**config.mk**
```make
export PLATFORM = sky130hd
export DESIGN_NAME = viterbi_acs_sched_flat
export DESIGN_NICKNAME = d
export VERILOG_FILES = /design/src/rtl/viterbi_pkg.sv /design/src/rtl/viterbi_acs_sched_if.sv /design/src/rtl/viterbi_branch_cnt.sv /design/src/rtl/viterbi_acs_sched.sv /design/src/flat_wrapper.sv
export SDC_FILE = /design/constraint.sdc
export NUM_CORES = 1
export LEC_CHECK = 0
export CELL_PAD_IN_SITES_DETAIL_PLACEMENT = 0
export CELL_PAD_IN_SITES_GLOBAL_PLACEMENT = 1
export CORE_MARGIN = 3
export CORE_UTILIZATION = 36
export CTS_CLUSTER_DIAMETER = 120
export DETAILED_ROUTE_END_ITERATION = 12
export GPL_ROUTABILITY_DRIVEN = 1
export GPL_TIMING_DRIVEN = 1
export HOLD_SLACK_MARGIN = 0.03
export PLACE_DENSITY_LB_ADDON = 0.1
export RECOVER_POWER = 25
export SKIP_LAST_GASP = 1
export SYNTH_ARGS = -nofsm -noshare
export SYNTH_HDL_FRONTEND = slang
export SYNTH_SLANG_ARGS = --single-unit
export TNS_END_PERCENT = 10
```
**constraint.sdc**
```tcl
create_clock -name clk -period 2.5 [get_ports clk]
set_input_delay 0.5 -clock clk [delete_from_list [all_inputs] [get_ports clk]]
set_output_delay 0.5 -clock clk [all_outputs]
set_load 0.01 [all_outputs]
```
**src/rtl/viterbi_pkg.sv**
```systemverilog
// Shared definitions for the Viterbi ACS scheduler: FSM encoding, trellis
// size defaults and the received code-symbol width.
package viterbi_pkg;

  localparam int SYM_W          = 2;
  localparam int DEF_STATE_W    = 2;
  localparam int DEF_NUM_STATES = 1 << DEF_STATE_W;

  typedef enum logic [2:0] {
    ST_IDLE    = 3'd0,
    ST_BRANCH  = 3'd1,
    ST_COMMIT  = 3'd2,
    ST_TB_WAIT = 3'd3,
    ST_ACK     = 3'd4
  } sched_state_e;

endpackage

```
**src/rtl/viterbi_acs_sched_if.sv**
```systemverilog
// Symbol handshake plus BMU/PMU/traceback control bundle of the scheduler.
// master = symbol source / datapath side, slave = the scheduler itself.
interface viterbi_acs_sched_if #(
  parameter int STATE_W = 2,
  parameter int CNT_W   = 5
);

  logic                          seq_rdy;
  logic [viterbi_pkg::SYM_W-1:0] rx;
  logic                          tb_done;
  logic [viterbi_pkg::SYM_W-1:0] rx_q;
  logic [STATE_W-1:0]            cur_state;
  logic                          input_bit;
  logic                          branch_vld;
  logic                          pm_commit;
  logic                          tb_start;
  logic                          data_ack;
  logic [CNT_W-1:0]              sym_cnt;
  logic                          busy;
  logic                          tb_err;

  modport master (
    output seq_rdy, rx, tb_done,
    input  rx_q, cur_state, input_bit, branch_vld, pm_commit, tb_start,
           data_ack, sym_cnt, busy, tb_err
  );

  modport slave (
    input  seq_rdy, rx, tb_done,
    output rx_q, cur_state, input_bit, branch_vld, pm_commit, tb_start,
           data_ack, sym_cnt, busy, tb_err
  );

endinterface

```
**src/rtl/viterbi_branch_cnt.sv**
```systemverilog
// Combined {cur_state, input_bit} branch counter; input_bit is the LSB so it
// toggles fastest. o_last flags the final (NUM_STATES-1, 1) branch.
module viterbi_branch_cnt #(
  parameter int STATE_W = 2
) (
  input  logic               clk,
  input  logic               rst,
  input  logic               i_clr,
  input  logic               i_inc,
  output logic [STATE_W-1:0] o_cur_state,
  output logic               o_input_bit,
  output logic               o_last
);

  logic [STATE_W:0] r_cnt;

  // Incrementing past the last branch wraps naturally back to (0, 0).
  always_ff @(posedge clk) begin
    if (rst || i_clr) begin
      r_cnt <= '0;
    end else if (i_inc) begin
      r_cnt <= r_cnt + (STATE_W + 1)'(1);
    end
  end

  assign o_cur_state = r_cnt[STATE_W:1];
  assign o_input_bit = r_cnt[0];
  assign o_last      = &r_cnt;

endmodule

```
**src/rtl/viterbi_acs_sched.sv**
```systemverilog
// Viterbi ACS sequencing controller: walks all trellis branches per symbol,
// commits path metrics, and runs traceback at frame end. Optional traceback
// watchdog enabled by defining SCHED_TB_TIMEOUT_EN.
module viterbi_acs_sched
  import viterbi_pkg::*;
#(
  parameter int STATE_W    = DEF_STATE_W,
  parameter int FRAME_LEN  = 16,
  parameter int CNT_W      = 5,
  parameter int TB_TIMEOUT = 64
) (
  input  logic                clk,
  input  logic                rst,
  viterbi_acs_sched_if.slave  bus
);

  localparam logic [CNT_W-1:0] LAST_SYM = CNT_W'(FRAME_LEN - 1);

  generate
    if (((1 << CNT_W) < FRAME_LEN) || (FRAME_LEN < 2) || (TB_TIMEOUT < 1)) begin : g_bad_cfg
      $error("viterbi_acs_sched: invalid FRAME_LEN/CNT_W/TB_TIMEOUT combination");
    end
  endgenerate

  sched_state_e r_state;
  sched_state_e w_state_next;

  logic               w_cnt_clr;
  logic               w_cnt_inc;
  logic               w_last;
  logic               w_frame_end;
  logic               w_tb_expired;
  logic [STATE_W-1:0] w_cur_state;
  logic               w_input_bit;

  logic [SYM_W-1:0]   r_rx_q;
  logic [CNT_W-1:0]   r_sym_cnt;
  logic               r_branch_vld;
  logic               r_pm_commit;
  logic               r_tb_start;
  logic               r_data_ack;
  logic               r_busy;

  assign w_frame_end = (r_sym_cnt == LAST_SYM);

  viterbi_branch_cnt #(
    .STATE_W (STATE_W)
  ) u_branch_cnt (
    .clk         (clk),
    .rst         (rst),
    .i_clr       (w_cnt_clr),
    .i_inc       (w_cnt_inc),
    .o_cur_state (w_cur_state),
    .o_input_bit (w_input_bit),
    .o_last      (w_last)
  );

  always_ff @(posedge clk) begin
    if (rst) begin
      r_state <= ST_IDLE;
    end else begin
      r_state <= w_state_next;
    end
  end

  always_comb begin
    w_state_next = r_state;
    w_cnt_clr    = 1'b0;
    w_cnt_inc    = 1'b0;
    case (r_state)
      ST_IDLE: begin
        if (bus.seq_rdy) begin
          w_state_next = ST_BRANCH;
          w_cnt_clr    = 1'b1;
        end
      end
      ST_BRANCH: begin
        w_cnt_inc = 1'b1;
        if (w_last) begin
          w_state_next = ST_COMMIT;
        end
      end
      ST_COMMIT: begin
        w_state_next = w_frame_end ? ST_TB_WAIT : ST_ACK;
      end
      ST_TB_WAIT: begin
        if (bus.tb_done || w_tb_expired) begin
          w_state_next = ST_ACK;
        end
      end
      ST_ACK: begin
        w_state_next = ST_IDLE;
      end
      default: begin
        w_state_next = ST_IDLE;
      end
    endcase
  end

  // Control outputs are registered from the next state so each one lines up
  // with the cycle the FSM actually spends in the corresponding state.
  always_ff @(posedge clk) begin
    if (rst) begin
      r_rx_q       <= '0;
      r_sym_cnt    <= '0;
      r_branch_vld <= 1'b0;
      r_pm_commit  <= 1'b0;
      r_tb_start   <= 1'b0;
      r_data_ack   <= 1'b0;
      r_busy       <= 1'b0;
    end else begin
      if ((r_state == ST_IDLE) && bus.seq_rdy) begin
        r_rx_q <= bus.rx;
      end
      if (r_state == ST_COMMIT) begin
        r_sym_cnt <= w_frame_end ? '0 : r_sym_cnt + CNT_W'(1);
      end
      r_branch_vld <= (w_state_next == ST_BRANCH);
      r_pm_commit  <= (w_state_next == ST_COMMIT);
      r_tb_start   <= (w_state_next == ST_COMMIT) && w_frame_end;
      r_data_ack   <= (w_state_next == ST_ACK);
      r_busy       <= (w_state_next != ST_IDLE);
    end
  end

`ifdef SCHED_TB_TIMEOUT_EN
  localparam int WD_W = $clog2(TB_TIMEOUT + 1);

  logic [WD_W-1:0] r_wd_cnt;
  logic            r_tb_err;

  // Counter sits at zero outside TB_WAIT so each frame starts a fresh window.
  assign w_tb_expired = (r_wd_cnt == WD_W'(TB_TIMEOUT - 1));

  always_ff @(posedge clk) begin
    if (rst) begin
      r_wd_cnt <= '0;
      r_tb_err <= 1'b0;
    end else begin
      if (r_state == ST_TB_WAIT) begin
        r_wd_cnt <= r_wd_cnt + WD_W'(1);
        if (w_tb_expired && !bus.tb_done) begin
          r_tb_err <= 1'b1;
        end
      end else begin
        r_wd_cnt <= '0;
      end
    end
  end

  assign bus.tb_err = r_tb_err;
`else
  assign w_tb_expired = 1'b0;
  assign bus.tb_err   = 1'b0;
`endif

  assign bus.rx_q       = r_rx_q;
  assign bus.cur_state  = w_cur_state;
  assign bus.input_bit  = w_input_bit;
  assign bus.branch_vld = r_branch_vld;
  assign bus.pm_commit  = r_pm_commit;
  assign bus.tb_start   = r_tb_start;
  assign bus.data_ack   = r_data_ack;
  assign bus.sym_cnt    = r_sym_cnt;
  assign bus.busy       = r_busy;

endmodule

```
**src/flat_wrapper.sv**
```systemverilog
// flat-port wrapper written by rule: the top's interface ports become plain ports
module viterbi_acs_sched_flat import viterbi_pkg::*;
#(
  parameter int STATE_W    = DEF_STATE_W,
  parameter int FRAME_LEN  = 16,
  parameter int CNT_W      = 5,
  parameter int TB_TIMEOUT = 64
)
  (clk, rst, bus_seq_rdy, bus_rx, bus_tb_done, bus_rx_q, bus_cur_state, bus_input_bit, bus_branch_vld, bus_pm_commit, bus_tb_start, bus_data_ack, bus_sym_cnt, bus_busy, bus_tb_err);
  viterbi_acs_sched_if #(.STATE_W(STATE_W), .CNT_W(CNT_W)) bus_i ();
  input  logic clk;
  input  logic rst;
  input wire logic [$bits(bus_i.seq_rdy)-1:0] bus_seq_rdy;
  input wire logic [$bits(bus_i.rx)-1:0] bus_rx;
  input wire logic [$bits(bus_i.tb_done)-1:0] bus_tb_done;
  output wire logic [$bits(bus_i.rx_q)-1:0] bus_rx_q;
  output wire logic [$bits(bus_i.cur_state)-1:0] bus_cur_state;
  output wire logic [$bits(bus_i.input_bit)-1:0] bus_input_bit;
  output wire logic [$bits(bus_i.branch_vld)-1:0] bus_branch_vld;
  output wire logic [$bits(bus_i.pm_commit)-1:0] bus_pm_commit;
  output wire logic [$bits(bus_i.tb_start)-1:0] bus_tb_start;
  output wire logic [$bits(bus_i.data_ack)-1:0] bus_data_ack;
  output wire logic [$bits(bus_i.sym_cnt)-1:0] bus_sym_cnt;
  output wire logic [$bits(bus_i.busy)-1:0] bus_busy;
  output wire logic [$bits(bus_i.tb_err)-1:0] bus_tb_err;
  assign bus_i.seq_rdy = bus_seq_rdy;
  assign bus_i.rx = bus_rx;
  assign bus_i.tb_done = bus_tb_done;
  assign bus_rx_q = bus_i.rx_q;
  assign bus_cur_state = bus_i.cur_state;
  assign bus_input_bit = bus_i.input_bit;
  assign bus_branch_vld = bus_i.branch_vld;
  assign bus_pm_commit = bus_i.pm_commit;
  assign bus_tb_start = bus_i.tb_start;
  assign bus_data_ack = bus_i.data_ack;
  assign bus_sym_cnt = bus_i.sym_cnt;
  assign bus_busy = bus_i.busy;
  assign bus_tb_err = bus_i.tb_err;
  viterbi_acs_sched #(.STATE_W(STATE_W), .FRAME_LEN(FRAME_LEN), .CNT_W(CNT_W), .TB_TIMEOUT(TB_TIMEOUT)) u_core (.clk(clk), .rst(rst), .bus(bus_i));
endmodule
```
Yosys cells after proc, flatten, opt, wreduce, memory -nomap -nowiden
Index checks and enable logic that the tools add are counted.
{"block": "word_totals", "register_bits": 18, "input_bits": 6, "out_inout_bits": 16, "word_cells": 33}
{"block": "op_classes", "n_addsub": 2, "n_eq_ne": 7, "muxes": 9, "reduce_logical": 6}
{"op": "two-way mux 3 bit", "n": 4}
{"op": "case mux 3 bit (4 select lines)", "n": 1}
{"op": "== test 3 x 2 -> 1 bit, second input constant", "n": 3}
{"op": "== test 3 x 1 -> 1 bit, second input constant", "n": 2}
{"op": "adder 5 x 1 -> 5 bit, second input constant", "n": 1}
{"op": "== test 5 x 4 -> 1 bit, second input constant", "n": 1}
{"op": "two-way mux 5 bit", "n": 1}
{"op": "adder 3 x 1 -> 3 bit, second input constant", "n": 1}
{"op": "== test 3 bit, second input constant", "n": 1}
{"op": "logical NOT 3 bit", "n": 1}
{"op": "two-way mux 1 bit", "n": 3}
{"op": "AND reduction 3 bit", "n": 1}
{"op": "nonzero test 3 bit", "n": 1}
{"op": "logical AND 1 bit", "n": 2}
{"op": "logical OR 1 bit", "n": 1}

Logic depth before layout (Yosys ltp)
{"block": "depth", "ltp_word": 5, "mapped_depth": 5, "depth_no_buf": 5}

Cells and area by module
A second synthesis with hierarchy kept.
{"block": "unflattened", "cells_unflattened": 79, "hier_area_um2": 795.8}
{"module": "viterbi_acs_sched", "n_inst": 1, "cells_each": 68, "area_each_um2": 661.9, "seq_area_each_um2": 300.3}
{"module": "viterbi_branch_cnt", "n_inst": 1, "cells_each": 11, "area_each_um2": 133.9, "seq_area_each_um2": 60.1}

Least setup slack after synthesis
OpenSTA, ideal clock, no wires.
{"block": "synth_path", "path_type": "register to register", "from": "register u_core.r_sym_cnt[0], in the netlist u_core.bus.sym_cnt[0]", "to": "register u_core.r_data_ack, in the netlist u_core.bus.data_ack", "setup_ns": 0.115, "t_arrival_ns": 1.269, "required_time_ns": 2.385, "slack_ns": 1.115, "stages_incl_launch_ff": 5, "path_buffers": 0, "synth_period_minus_slack_ns": 1.385, "path_cell_list": "dfxtp_1 > ha_1 > nand4b_1 > mux2_2 > and3_1"}
{"block": "synth_between", "elab_chain_cells": 4}
{"item": "start, declared", "line_no": "viterbi_acs_sched.sv:37", "source": "logic [CNT_W-1:0] r_sym_cnt;"}
{"item": "start signal, assigned", "line_no": "viterbi_acs_sched.sv:116", "source": "r_sym_cnt <= w_frame_end ? '0 : r_sym_cnt + CNT_W'(1);"}
{"item": "== test 5 x 4 -> 1 bit", "line_no": "viterbi_acs_sched.sv:44", "source": "assign w_frame_end = (r_sym_cnt == LAST_SYM);"}
{"item": "two-way mux 3 bit", "line_no": "viterbi_acs_sched.sv:84", "source": "w_state_next = w_frame_end ? ST_TB_WAIT : ST_ACK;"}
{"item": "case mux 3 bit (4 select lines)", "line_no": "viterbi_acs_sched.sv:70", "source": "case (r_state)"}
{"item": "== test 3 bit", "line_no": "viterbi_acs_sched.sv:121", "source": "r_data_ack <= (w_state_next == ST_ACK);"}
{"item": "end signal, assigned", "line_no": "viterbi_acs_sched.sv:121"}
{"item": "end, declared", "line_no": "viterbi_acs_sched.sv:41", "source": "logic r_data_ack;"}
No other way between the ends.
A chain may end at the register's enable or synchronous reset.

Final worst setup path
{"block": "layout_path", "from": "register u_core.r_sym_cnt[2], in the netlist u_core.bus.sym_cnt[2]", "to": "output bus_sym_cnt[2]"}
{"item": "end, declared", "line_no": "flat_wrapper.sv:23", "source": "output wire logic [$bits(bus_i.sym_cnt)-1:0] bus_sym_cnt;"}
No word-level cell between the ends.

==> results.json <==
{
  "r2r-end": "u_core.r_state[2]",
  "period_needed_ps": 1810,
  "endpoint_kind": "primary output",
  "ys_warn_count": 0,
  "timing.rr.start": "u_core.bus.sym_cnt[0]",
  "worstHoldEndpoint": "u_core.bus.sym_cnt[4]",
  "p_sw_mw": 0.120,
  "min_path_cells": 2,
  "via_per_inst": 4.91,
  "start_util_pct": 40.5,
  "cts.sinks": 18,
  "fp-row-count": 15,
  "portBuffers": 20,
  "postRouteAntennaNets": 0,
  "critPathKind": "reg2out",
  "nNetsFinal": 104,
  "power.switching_fraction_pct": 22.7,
  "yosys_register_bits": 18,
  "grt_pass1_vias": 575,
  "dr.pass1.iters": 4,
  "die_w_um": 51.2,
  "synth_nets": 82,
  "design.die.area_um2": 2630,
  "cts_tree": "done",
  "setup_ws_ps": 686,
  "drv_cap": 0,
  "detail_route.wl_per_cell_um": 12.2,
  "synth.avg_cell_area_um2": 10.1,
  "final_core_util_pct": 54.3,
  "grt_overflow": 0,
  "power_density_nw_per_um2": 534,
  "hold_start": "u_core.bus.sym_cnt[4]",
  "die_y_um": 51.2,
  "hold_class": "reg2reg",
  "core_area_um2": 1820,
  "num_vias": 584,
  "root_buffer": "clkbuf_4",
  "clk_path_buf_depth": 2,
  "setup_viol": 0,
  "power.internal_mw": 0.408,
  "finalHoldViolations": 0,
  "r2r_cells": 4,
  "final.period_utilization_pct": 72.6,
  "synth_cells": 73,
  "hold_buffers": 0,
  "seq_power_share_pct": 57.0,
  "syn_area_um2": 737,
  "cp_max_fo": 6,
  "drt_iter0_markers": 14,
  "combPwrFrac_pct": 8.2,
  "cellLeakagePower_nw": 0.374,
  "post_cts_buffers": 0,
  "worst_clock_skew_ps": 9.05,
  "cp-start-kind": "flop",
  "r2r_setup_slack_ps": 990,
  "ctsHtreeMaxLevel": 1,
  "required_ps": 2000,
  "cts_buffers": 3,
  "final_cell_mix": "clkdlybuf4s50_1, dfxtp_1, nor2_1, a21oi_1",
  "antenna_found_initial": 0,
  "routed_wl_um": 1450,
  "io_pins": 22,
  "synth-seq-area-share_pct": 48.9,
  "crit_path_top_delay_cell": "clkdlybuf4s50_1",
  "dp_slack_ps": 680,
  "clkTransAtPathRegs_ps": 100,
  "slowest_delay_ps": 580,
  "clockPowerShare_pct": 34.7,
  "grt_max_degree": 15,
  "synthDistinctLibCells": 28,
  "crit_family": "buffers and inverters",
  "synth_top_area_share_pct": 48.9,
  "fin_tns_setup_ps": 0,
  "globalplace.congestion": 0.759,
  "peakVddDrop_mv": 0.290,
  "track_usage_pct": 12.4,
  "crit_chain": "clkdlybuf4s50_1",
  "fmax_mhz": 551,
  "arrival_ps": 1310,
  "areaGrowthSynthToFinish_pct": 34.1,
  "hpwlAfterDp_um": 995,
  "grt_pass1_wl_um": 2520,
  "yosysTopAreaCell": "dfxtp_1",
  "rsz0062_at_grt": "no",
  "outcome": "completed",
  "yosys-top-cells-area": "dfxtp_1, ha_1, mux2i_1",
  "layout-drive-gt1-share_pct": 8.51,
  "layout_commonest_cell": "clkdlybuf4s50_1",
  "crit_buf_inv": 1,
  "diodes": 0,
  "drc": 0,
  "cts_resized": 0,
  "slew_violations": 0,
  "clock_latency_ps": 300
}
-- flip-flops by register name (all words and copies together) (netlist names) --
| name | flops |
|---|---|
| u_core.bus.branch_vld | 1 |
| u_core.bus.tb_start | 1 |
| u_core.r_state | 3 |
| u_core.bus.busy | 1 |
| u_core.u_branch_cnt.r_cnt | 3 |
| u_core.bus.data_ack | 1 |
| u_core.bus.sym_cnt | 5 |
| u_core.bus.rx_q | 2 |
| u_core.bus.pm_commit | 1 |
-- per-stage QoR --
stage | hold WS [ps] | cell area, um^2 | total power [mW] | std cells
2_1_floorplan | 480 | 737 | 0.329 | 73
5_1_grt | 511 | 988 | 0.545 | 119
4_1_cts | 484 | 988 | 0.534 | 119
6_report | 483 | 988 | 0.528 | 119
3_3_place_gp | 457 | 952 | 0.351 | 115
3_5_place_dp | 464 | 952 | 0.351 | 115
-- cells by family after synthesis --
family	count (synthesis)	share of synthesized area, %
other cells	1	0.509
buf+inv	5	3.23
xor+xnor	1	1.19
flops	18	48.9
fa+ha+maj	3	5.09
compound gates	14	12.1
simple gates	27	23.4
mux	4	5.60
-- cell usage after synthesis --
cell      count
xnor2_1       1
a311oi_1      1
mux2i_1       3
nand3b_1      2
dfxtp_1      18
nor3b_4       1
nand2b_1      3
nor2_1        7
nor3_1        1
buf_2         1
mux2_2        1
nor4b_2       1
inv_1         2
buf_4         1
nand4b_1      2
o32ai_1       1
nand3_1       4
a21oi_1       5
ha_1          3
and3_1        2
clkbuf_1      1
a41oi_1       2
or2_2         1
o31a_1        1
o21ai_0       4
conb_1        1
nand2_1       2
nor4bb_1      1
-- metal layers --
metal	share of wire [%]	wire (um)	vias up	global-route usage [%]
met1	52	747	260	17.2
met2	43	617	14	18.5
met5	0	0	-	0
met3	4.9	71	2	2.04
met4	0.83	12	0	6.55
li1	-	-	308	-
-- power by group through the flow --
stage | Combinational, mW | Clock [mW] | Sequential, mW
6_report | 0.0433 | 0.183 | 0.301
5_1_grt | 0.0469 | 0.196 | 0.302
4_1_cts | 0.0438 | 0.189 | 0.301
3_5_place_dp | 0.0435 | 0 | 0.308
3_3_place_gp | 0.0436 | 0 | 0.308
2_1_floorplan | 0.0219 | 0 | 0.307
-- worst max path at each step --
stage | start | end | slack [ps] | depth (start not counted)
global placement | bus_seq_rdy | u_core.bus.rx_q[0] | 670 | 4
floorplan | u_core.bus.sym_cnt[0] | u_core.bus.data_ack | 1120 | 4
global route | u_core.bus.sym_cnt[2] | bus_sym_cnt[2] | 620 | 1
detailed placement | bus_seq_rdy | u_core.bus.rx_q[0] | 680 | 4
CTS | u_core.bus.sym_cnt[2] | bus_sym_cnt[2] | 670 | 1
finish | u_core.bus.sym_cnt[2] | bus_sym_cnt[2] | 690 | 1
-- layout make-up --
| class | count | area (um^2) |
|---|---|---|
| Sequential cell | 18 | 360 |
| Timing Repair Buffer | 20 | 200 |
| Tap cell | 25 | 31.3 |
| Clock buffer | 4 | 36.3 |
| Inverter | 2 | 7.51 |
| Multi-Input combinational cell | 50 | 353 |
| Fill cell | 166 | 832 |
(Power assumes the default switching activity.)
